<file path="src/rtl/eeprom_serial_seq.sv">
// eeprom_serial_seq: command-level sequencer for the serial EEPROM/RTC.
// Each accepted command becomes a chip-select frame: a start bit, the 2-bit
// opcode and the address, all MSB first. READ, WRITE and WRAL then shift a
// data word. Writes and erases finish with a deselect gap and a ready/busy
// poll on eeprom_do.
// Optional build macro: EEPROM_SEQ_VERIFY_EN. When it is defined, a
// successful WRITE is followed by a read-back of the same address.
//
// Handshake: a command transfers on the rising edge where cmd_valid and
// cmd_ready are both high. cmd_ready is high only while idle, and it rises in
// the same cycle as the one-cycle rsp_valid pulse. This lets a command that
// is held valid be taken on the very next edge. rsp_rdata and rsp_err are
// valid with rsp_valid. rsp_rdata holds its value until the next READ
// completes.
module eeprom_serial_seq #(
  parameter int CLK_DIV  = 2,
  parameter int ADDR_W   = 6,
  parameter int DATA_W   = 16,
  parameter int POLL_MAX = 65535
) (
  input  logic              clock,
  input  logic              reset,
  input  logic              cmd_valid,
  output logic              cmd_ready,
  input  logic [1:0]        cmd_op,
  input  logic [ADDR_W-1:0] cmd_addr,
  input  logic [DATA_W-1:0] cmd_wdata,
  output logic              rsp_valid,
  output logic [DATA_W-1:0] rsp_rdata,
  output logic              rsp_err,
  output logic              busy,
  output logic              eeprom_ce,
  output logic              eeprom_clock,
  output logic              eeprom_di,
  input  logic              eeprom_do
);

  localparam int N_CMD = 3 + ADDR_W;
  localparam int NB    = (N_CMD > DATA_W) ? N_CMD : DATA_W;
  localparam int BW    = $clog2(NB + 1);
  localparam int DW    = $clog2(2 * CLK_DIV + 1);
  localparam int PW    = $clog2(POLL_MAX + 1);

  localparam logic [1:0] OP_SPECIAL = 2'b00;
  localparam logic [1:0] OP_WRITE   = 2'b01;
  localparam logic [1:0] OP_READ    = 2'b10;
  localparam logic [1:0] OP_ERASE   = 2'b11;
  localparam logic [1:0] SUB_WRAL   = 2'b01;
  localparam logic [1:0] SUB_ERAL   = 2'b10;

  typedef enum logic [2:0] {
    S_IDLE, S_SETUP, S_SH_CMD, S_SH_DATA, S_DESEL, S_POLL, S_DESEL2
  } state_t;

  state_t            state;
  logic [DW-1:0]     div_cnt;
  logic [BW-1:0]     bit_cnt;
  logic [PW-1:0]     poll_cnt;
  logic [1:0]        op_q;
  logic [1:0]        sub_q;
  logic [N_CMD-1:0]  cmd_sr;
  logic [DATA_W-1:0] wr_sr;
  logic [DATA_W-1:0] rd_sr;
  logic [DATA_W-1:0] wdata_q;
  logic              poll_err;
  logic              vfy;
`ifdef EEPROM_SEQ_VERIFY_EN
  logic [ADDR_W-1:0] addr_q;
`endif

  logic is_read, has_data, needs_poll, half_done, desel_done;

  // Decode the latched command and the divider terminal counts.
  always_comb begin
    is_read    = (op_q == OP_READ);
    has_data   = is_read || (op_q == OP_WRITE) ||
                 ((op_q == OP_SPECIAL) && (sub_q == SUB_WRAL));
    needs_poll = (op_q == OP_WRITE) || (op_q == OP_ERASE) ||
                 ((op_q == OP_SPECIAL) && ((sub_q == SUB_WRAL) || (sub_q == SUB_ERAL)));
    half_done  = (div_cnt == DW'(CLK_DIV - 1));
    desel_done = (div_cnt == DW'(2 * CLK_DIV - 1));
  end

  // Sequencer FSM. All pins and response outputs are registered here.
  always_ff @(posedge clock) begin
    if (reset) begin
      state        <= S_IDLE;
      cmd_ready    <= 1'b0;
      busy         <= 1'b0;
      rsp_valid    <= 1'b0;
      rsp_rdata    <= '0;
      rsp_err      <= 1'b0;
      eeprom_ce    <= 1'b0;
      eeprom_clock <= 1'b0;
      eeprom_di    <= 1'b0;
      div_cnt      <= '0;
      bit_cnt      <= '0;
      poll_cnt     <= '0;
      op_q         <= '0;
      sub_q        <= '0;
      cmd_sr       <= '0;
      wr_sr        <= '0;
      rd_sr        <= '0;
      wdata_q      <= '0;
      poll_err     <= 1'b0;
      vfy          <= 1'b0;
`ifdef EEPROM_SEQ_VERIFY_EN
      addr_q       <= '0;
`endif
    end else begin
      rsp_valid <= 1'b0;
      case (state)
        S_IDLE: begin
          cmd_ready <= 1'b1;
          busy      <= 1'b0;
          if (cmd_valid && cmd_ready) begin
            op_q         <= cmd_op;
            sub_q        <= cmd_addr[ADDR_W-1 -: 2];
            cmd_sr       <= {1'b1, cmd_op, cmd_addr};
            wr_sr        <= cmd_wdata;
            wdata_q      <= cmd_wdata;
            poll_err     <= 1'b0;
            vfy          <= 1'b0;
`ifdef EEPROM_SEQ_VERIFY_EN
            addr_q       <= cmd_addr;
`endif
            cmd_ready    <= 1'b0;
            busy         <= 1'b1;
            eeprom_ce    <= 1'b1;
            eeprom_clock <= 1'b0;
            eeprom_di    <= 1'b0;
            div_cnt      <= '0;
            state        <= S_SETUP;
          end
        end
        S_SETUP: begin
          if (half_done) begin
            div_cnt   <= '0;
            bit_cnt   <= '0;
            eeprom_di <= cmd_sr[N_CMD-1];
            cmd_sr    <= cmd_sr << 1;
            state     <= S_SH_CMD;
          end else begin
            div_cnt <= div_cnt + 1'b1;
          end
        end
        S_SH_CMD: begin
          if (!half_done) begin
            div_cnt <= div_cnt + 1'b1;
          end else begin
            div_cnt <= '0;
            if (!eeprom_clock) begin
              eeprom_clock <= 1'b1;
            end else begin
              eeprom_clock <= 1'b0;
              if (bit_cnt == BW'(N_CMD - 1)) begin
                bit_cnt <= '0;
                if (has_data) begin
                  // A read drives DI low while the device talks back.
                  eeprom_di <= wr_sr[DATA_W-1] & ~is_read;
                  wr_sr     <= wr_sr << 1;
                  state     <= S_SH_DATA;
                end else begin
                  eeprom_ce <= 1'b0;
                  eeprom_di <= 1'b0;
                  state     <= S_DESEL;
                end
              end else begin
                bit_cnt   <= bit_cnt + 1'b1;
                eeprom_di <= cmd_sr[N_CMD-1];
                cmd_sr    <= cmd_sr << 1;
              end
            end
          end
        end
        S_SH_DATA: begin
          if (!half_done) begin
            div_cnt <= div_cnt + 1'b1;
          end else begin
            div_cnt <= '0;
            if (!eeprom_clock) begin
              eeprom_clock <= 1'b1;
            end else begin
              // Read data is captured on the edge that drops the serial clock.
              eeprom_clock <= 1'b0;
              if (is_read) rd_sr <= {rd_sr[DATA_W-2:0], eeprom_do};
              if (bit_cnt == BW'(DATA_W - 1)) begin
                bit_cnt   <= '0;
                eeprom_ce <= 1'b0;
                eeprom_di <= 1'b0;
                state     <= S_DESEL;
              end else begin
                bit_cnt   <= bit_cnt + 1'b1;
                eeprom_di <= wr_sr[DATA_W-1] & ~is_read;
                wr_sr     <= wr_sr << 1;
              end
            end
          end
        end
        S_DESEL: begin
          if (!desel_done) begin
            div_cnt <= div_cnt + 1'b1;
          end else begin
            div_cnt <= '0;
            if (needs_poll) begin
              eeprom_ce <= 1'b1;
              poll_cnt  <= '0;
              state     <= S_POLL;
            end else begin
              state     <= S_IDLE;
              rsp_valid <= 1'b1;
              cmd_ready <= 1'b1;
              busy      <= 1'b0;
              if (is_read) rsp_rdata <= rd_sr;
              rsp_err   <= vfy && (rd_sr != wdata_q);
            end
          end
        end
        S_POLL: begin
          // The device reports ready by raising DO while selected.
          if (eeprom_do) begin
            poll_err  <= 1'b0;
            eeprom_ce <= 1'b0;
            div_cnt   <= '0;
            state     <= S_DESEL2;
          end else if (poll_cnt == PW'(POLL_MAX - 1)) begin
            poll_err  <= 1'b1;
            eeprom_ce <= 1'b0;
            div_cnt   <= '0;
            state     <= S_DESEL2;
          end else begin
            poll_cnt <= poll_cnt + 1'b1;
          end
        end
        S_DESEL2: begin
          if (!desel_done) begin
            div_cnt <= div_cnt + 1'b1;
          end else begin
            div_cnt <= '0;
`ifdef EEPROM_SEQ_VERIFY_EN
            if ((op_q == OP_WRITE) && !poll_err) begin
              op_q      <= OP_READ;
              vfy       <= 1'b1;
              cmd_sr    <= {1'b1, OP_READ, addr_q};
              eeprom_ce <= 1'b1;
              state     <= S_SETUP;
            end else
`endif
            begin
              state     <= S_IDLE;
              rsp_valid <= 1'b1;
              cmd_ready <= 1'b1;
              busy      <= 1'b0;
              rsp_err   <= poll_err;
            end
          end
        end
        default: state <= S_IDLE;
      endcase
    end
  end

endmodule

</file>
<file path="config.mk">
export PLATFORM = sky130hd
export DESIGN_NAME = eeprom_serial_seq
export DESIGN_NICKNAME = d
export VERILOG_FILES = /design/src/rtl/eeprom_serial_seq.sv
export SDC_FILE = /design/constraint.sdc
export NUM_CORES = 1
export LEC_CHECK = 0
export CAP_MARGIN = 20
export CORE_MARGIN = 2
export CORE_UTILIZATION = 55
export DETAILED_ROUTE_END_ITERATION = 7
export HOLD_SLACK_MARGIN = 0.08
export PLACE_DENSITY = 0.86
export SLEW_MARGIN = 20
export SYNTH_ARGS = -nofsm -noshare
export SYNTH_HDL_FRONTEND = slang
export SYNTH_SLANG_ARGS = --single-unit
</file>
<file path="constraint.sdc">
create_clock -name clock -period 3.94 [get_ports clock]
set_input_delay 0.788 -clock clock [delete_from_list [all_inputs] [get_ports clock]]
set_output_delay 0.788 -clock clock [all_outputs]
set_load 0.05 [all_outputs]
</file>
==> Implementation_results.wiki <==
{| class="wikitable"
! Metric !! Value
|-
| Worst Setup Start Kind || flip-flop
|-
| Yosys synthesis warning count || 0
|-
| CP Max Fanout || 24
|-
| Critical path required time || 4.25 ns
|-
| Setup Total Neg Slack || 0 ns
|-
| Post-route clock skew || 0.0168 ns
|-
| Antenna violations before repair || 0
|-
| Post-Synthesis Cell Area || 4800 um^2
|-
| Number of sinks driven by the clock tree || between 90 and 100
|-
| Fraction of synthesis flops using an asynchronous set or reset pin || 0%
|-
| Final cycle utilization of the critical path || 68.2%
|-
| Most numerous cell in the Yosys netlist || nand2_1
|-
| Area of combinational cells with multiple inputs || roughly 2600 um^2
|-
| Highest Clock Rate || 372 MHz
|-
| Max rail drop VDD || 0.393 mV
|-
| Final Hold Fails || 0
|-
| Initial detailed-routing violation count || 421
|-
| Area used by sequential logic in the layout || between 1500 and 2000 um^2
|-
| Nature of the critical path endpoint || flip-flop
|-
| Buffer cell driving the clock tree root || clkbuf_8
|-
| First-pass iteration count of the detailed router || 5
|-
| Top flip-flop cell by instance count after synthesis || dfxtp_1
|-
| Max-cap viol count || 0
|-
| Total congestion overflow || 0
|-
| TritonCTS clock tree || built
|-
| Post-synth EDFFs || 0
|-
| Pwr dens || 581 nW/um^2
|-
| Layout overhead on the synthesized area || 14.5%
|-
| # nets final || 661
|-
| Power Total || 3.19 mW
|-
| Post-Place Setup Slack || 1.02 ns
|-
| Setup bufs post-CTS || 0
|-
| Routability congestion estimate || 0.899
|-
| Count of port buffers added during placement || 50
|-
| Sink of the worst hold path || wr_sr[12]$_SDFFE_PP0P_
|-
| Die area || 9480 um^2
|-
| Worst path buffer plus inverter count || 0
|-
| Slew Viols, Final || 0
|-
| Combinational group share of total power || 40.4%
|-
| Routed WL per cell || ~14 um
|-
| Part of the total power dissipated in the clock network || roughly a fifth
|-
| Clock transition at the register clock pins on the worst setup and hold paths after CTS || 0.10 ns
|-
| Diode insertion count for antenna repair || 0
|-
| Die outline width || 97.4 um
|-
| Global-route wire length before repair || 17.9 mm
|-
| Hold Path Stages || 2
|-
| Result of the run || finished clean
|-
| Number of nets produced by synthesis || 632
|-
| Arrival time reported for the critical path endpoint || 3.00 ns
|-
| Post-synthesis sequential element count || 96
|-
| Crit path time final || 2.69 ns
|-
| Post-detailed-route count of antenna-violating nets || 0
|-
| Destination of the worst register-to-register timing path || poll_cnt[4]$_SDFFE_PP0P_
|-
| Clk Latency, worst-skew pair || 0.38 ns
|-
| Largest stage delay on the critical path || 0.98 ns
|-
| Max Buffers Root-to-Sink || 2
|-
| CP max stage cell || dfxtp_1
|-
| Switching part of the total power || around 40%
|-
| Int Pwr || 1.88 mW
|-
| Mean instance size in the synthesized netlist || 8.14 um^2
|-
| Initial standard-cell utilization of the core || 55.8%
|-
| Commonest cells in the netlist || 131 x nand2_1, 96 x dfxtp_1, 75 x a21oi_1
|-
| Worst R2R Setup Slack || 1.25 ns
|-
| Number of clock buffers inserted by TritonCTS || 9
|-
| Relative max-transition margin || 34.7%
|-
| Fin cells || between 700 and 800
|-
| Synth top area cells || dfxtp_1 40%, nand2_1 10%, a21oi_1 7.8%
|-
| Via total after detailed routing || 4,305
|-
| Portion of total power attributed to sequential cells || between 30% and 40%
|-
| Cells resized by post-CTS repair || 0
|-
| Dpl cells || 715
|-
| Fraction of the yosys area taken by sequential cells || 40.1%
|-
| Min setup slack post-route || 1.25 ns
|-
| Net switching power || 1.31 mW
|-
| Number of design rule violations left after detail routing || 0
|-
| Placement row count || 34
|-
| Hold Crit Class || flip-flop to flip-flop
|-
| Crit Path Class || flip-flop to flip-flop
|-
| HPWL after detailed placement || 7.35 mm
|-
| Filler cells || 722
|-
| Largest net degree at the start of global routing || 48
|-
| RSZ-0062 raised after global routing || no
|-
| Depth of the worst register-to-register path || 5
|-
| Count of boundary I/O pins || 51
|-
| Post-CTS Hold Fix Bufs || 0
|-
| Largest delay share family, worst path || compound AO/OA/AOI/OAI gates
|-
| Syn Inst Count || about 590
|-
| Standby leakage power || between 1.5 and 2 nW
|-
| Distinct cells, synth || 59
|-
| List of cells traversed by the critical path || nand2b_1 -> nor3_2 -> a21oi_2 -> o21ai_0 -> a21oi_1
|-
| Die Y-Extent || between 90 and 100 um
|-
| Post-synthesis cell type with the largest combined area || dfxtp_1
|-
| Vias in the first global route || 4,042
|-
| Pin slew with the least headroom to its limit || 0.979 ns
|-
| Post-DR vias/cell || 5.89
|-
| Number of endpoints failing setup at the final stage || 0
|-
| GRT Resource Usage Total || 22.4%
|-
| Share of layout cells above drive strength 1 || 7.06%
|-
| Aggregate routed wire length || around 11 mm
|-
| Standard cell core area || around 8600 um^2
|-
| Critical register-to-register path startpoint || state[1]$_SDFFE_PP0P_
|-
| Share of the synthesized area in the top cell type || between 40% and 50%
|-
| Level count of the clock H-tree || 3
|-
| Startpoint of the worst hold path || wr_sr[12]$_SDFFE_PP0P_
|}
==> worst max-delay path by stage <==
stage	cells after the start	from	end	slack, ns
after floorplan	6	eeprom_clock$_SDFFE_PP0P_	state[0]$_SDFFE_PP0P_	1.81
after global placement	6	cmd_valid	wr_sr[0]$_SDFFE_PP0P_	1.0
after detailed placement	7	cmd_valid	wr_sr[13]$_SDFFE_PP0P_	1.02
after CTS	5	state[1]$_SDFFE_PP0P_	poll_cnt[4]$_SDFFE_PP0P_	1.34
after global routing	5	state[1]$_SDFFE_PP0P_	poll_cnt[11]$_SDFFE_PP0P_	1.06
final	5	state[1]$_SDFFE_PP0P_	poll_cnt[4]$_SDFFE_PP0P_	1.25
==> cell usage in the layout (no fill, tap or decap), types with 10 or more instances in the layout <==
| cell type | instances |
|---|---|
| inv_1 | 19 |
| dfxtp_1 | 96 |
| nor2_1 | 37 |
| o21ai_0 | 14 |
| a21oi_1 | 75 |
| a21o_1 | 19 |
| clkdlybuf4s50_1 | 49 |
| ha_1 | 15 |
| o31ai_1 | 13 |
| mux2i_1 | 13 |
| or4_1 | 10 |
| nand2_1 | 131 |
==> cell families after synthesis <==
kind of cell	share of synthesized area, %
AND/OR/NAND/NOR	23.6
XOR/XNOR	0.730
buffers and inverters	5.74
flip-flops	40.1
AO/OA/AOI/OAI	23.0
multiplexers	2.95
adder cells (fa/ha/maj)	3.91
==> worst reg2reg max path, delay by kind of cell, from the launching register on <==
family / cells / cell delay [ns]
AO/OA/AOI/OAI: 3 / 1.07
AND/OR/NAND/NOR: 2 / 0.58
flip-flops: 1 / 0.98
==> per-stage QoR <==
step	utilization, %	hold WS (ns)	cell area, um^2
3_5_place_dp	61.7	0.447	5300
2_1_floorplan	-	0.432	4800
6_report	63.9	0.458	5490
4_1_cts	63.9	0.461	5490
3_3_place_gp	61.6	0.438	5290
5_1_grt	63.9	0.477	5490
==> registers in the layout (all words and copies together) (netlist names), 3 cells and up <==
signal	flops
cmd_sr	9
state	3
rd_sr	16
wr_sr	16
div_cnt	3
bit_cnt	5
rsp_rdata	16
poll_cnt	16
==> layout make-up <==
| cell class | count | area share (%) |
|---|---|---|
| tap | 108 | 2.46 |
| timing repair buffer | 59 | 10.3 |
| sequential | 96 | 35.0 |
| clock buffer | 9 | 2.25 |
| clock inverter | 7 | 1.25 |
| multi-input combinational | 433 | 47.4 |
| inverter | 19 | 1.30 |
==> power by group through the flow <==
stage	sequential, mW	combinational (mW)	clock [mW]
finish	1.26	1.29	0.639
global route	1.28	1.42	0.692
CTS	1.26	1.28	0.649
detailed placement	1.28	1.27	0
global placement	1.27	1.21	0
floorplan	1.24	1.07	0
==> per-layer routing <==
layer | wire length (um) | global-route usage, %
met1 | 4630 | 28.7
met2 | 5160 | 37.6
met3 | 596 | 4.89
met4 | 162 | 7.59
met5 | 0 | 0
(Power assumes the default switching activity.)
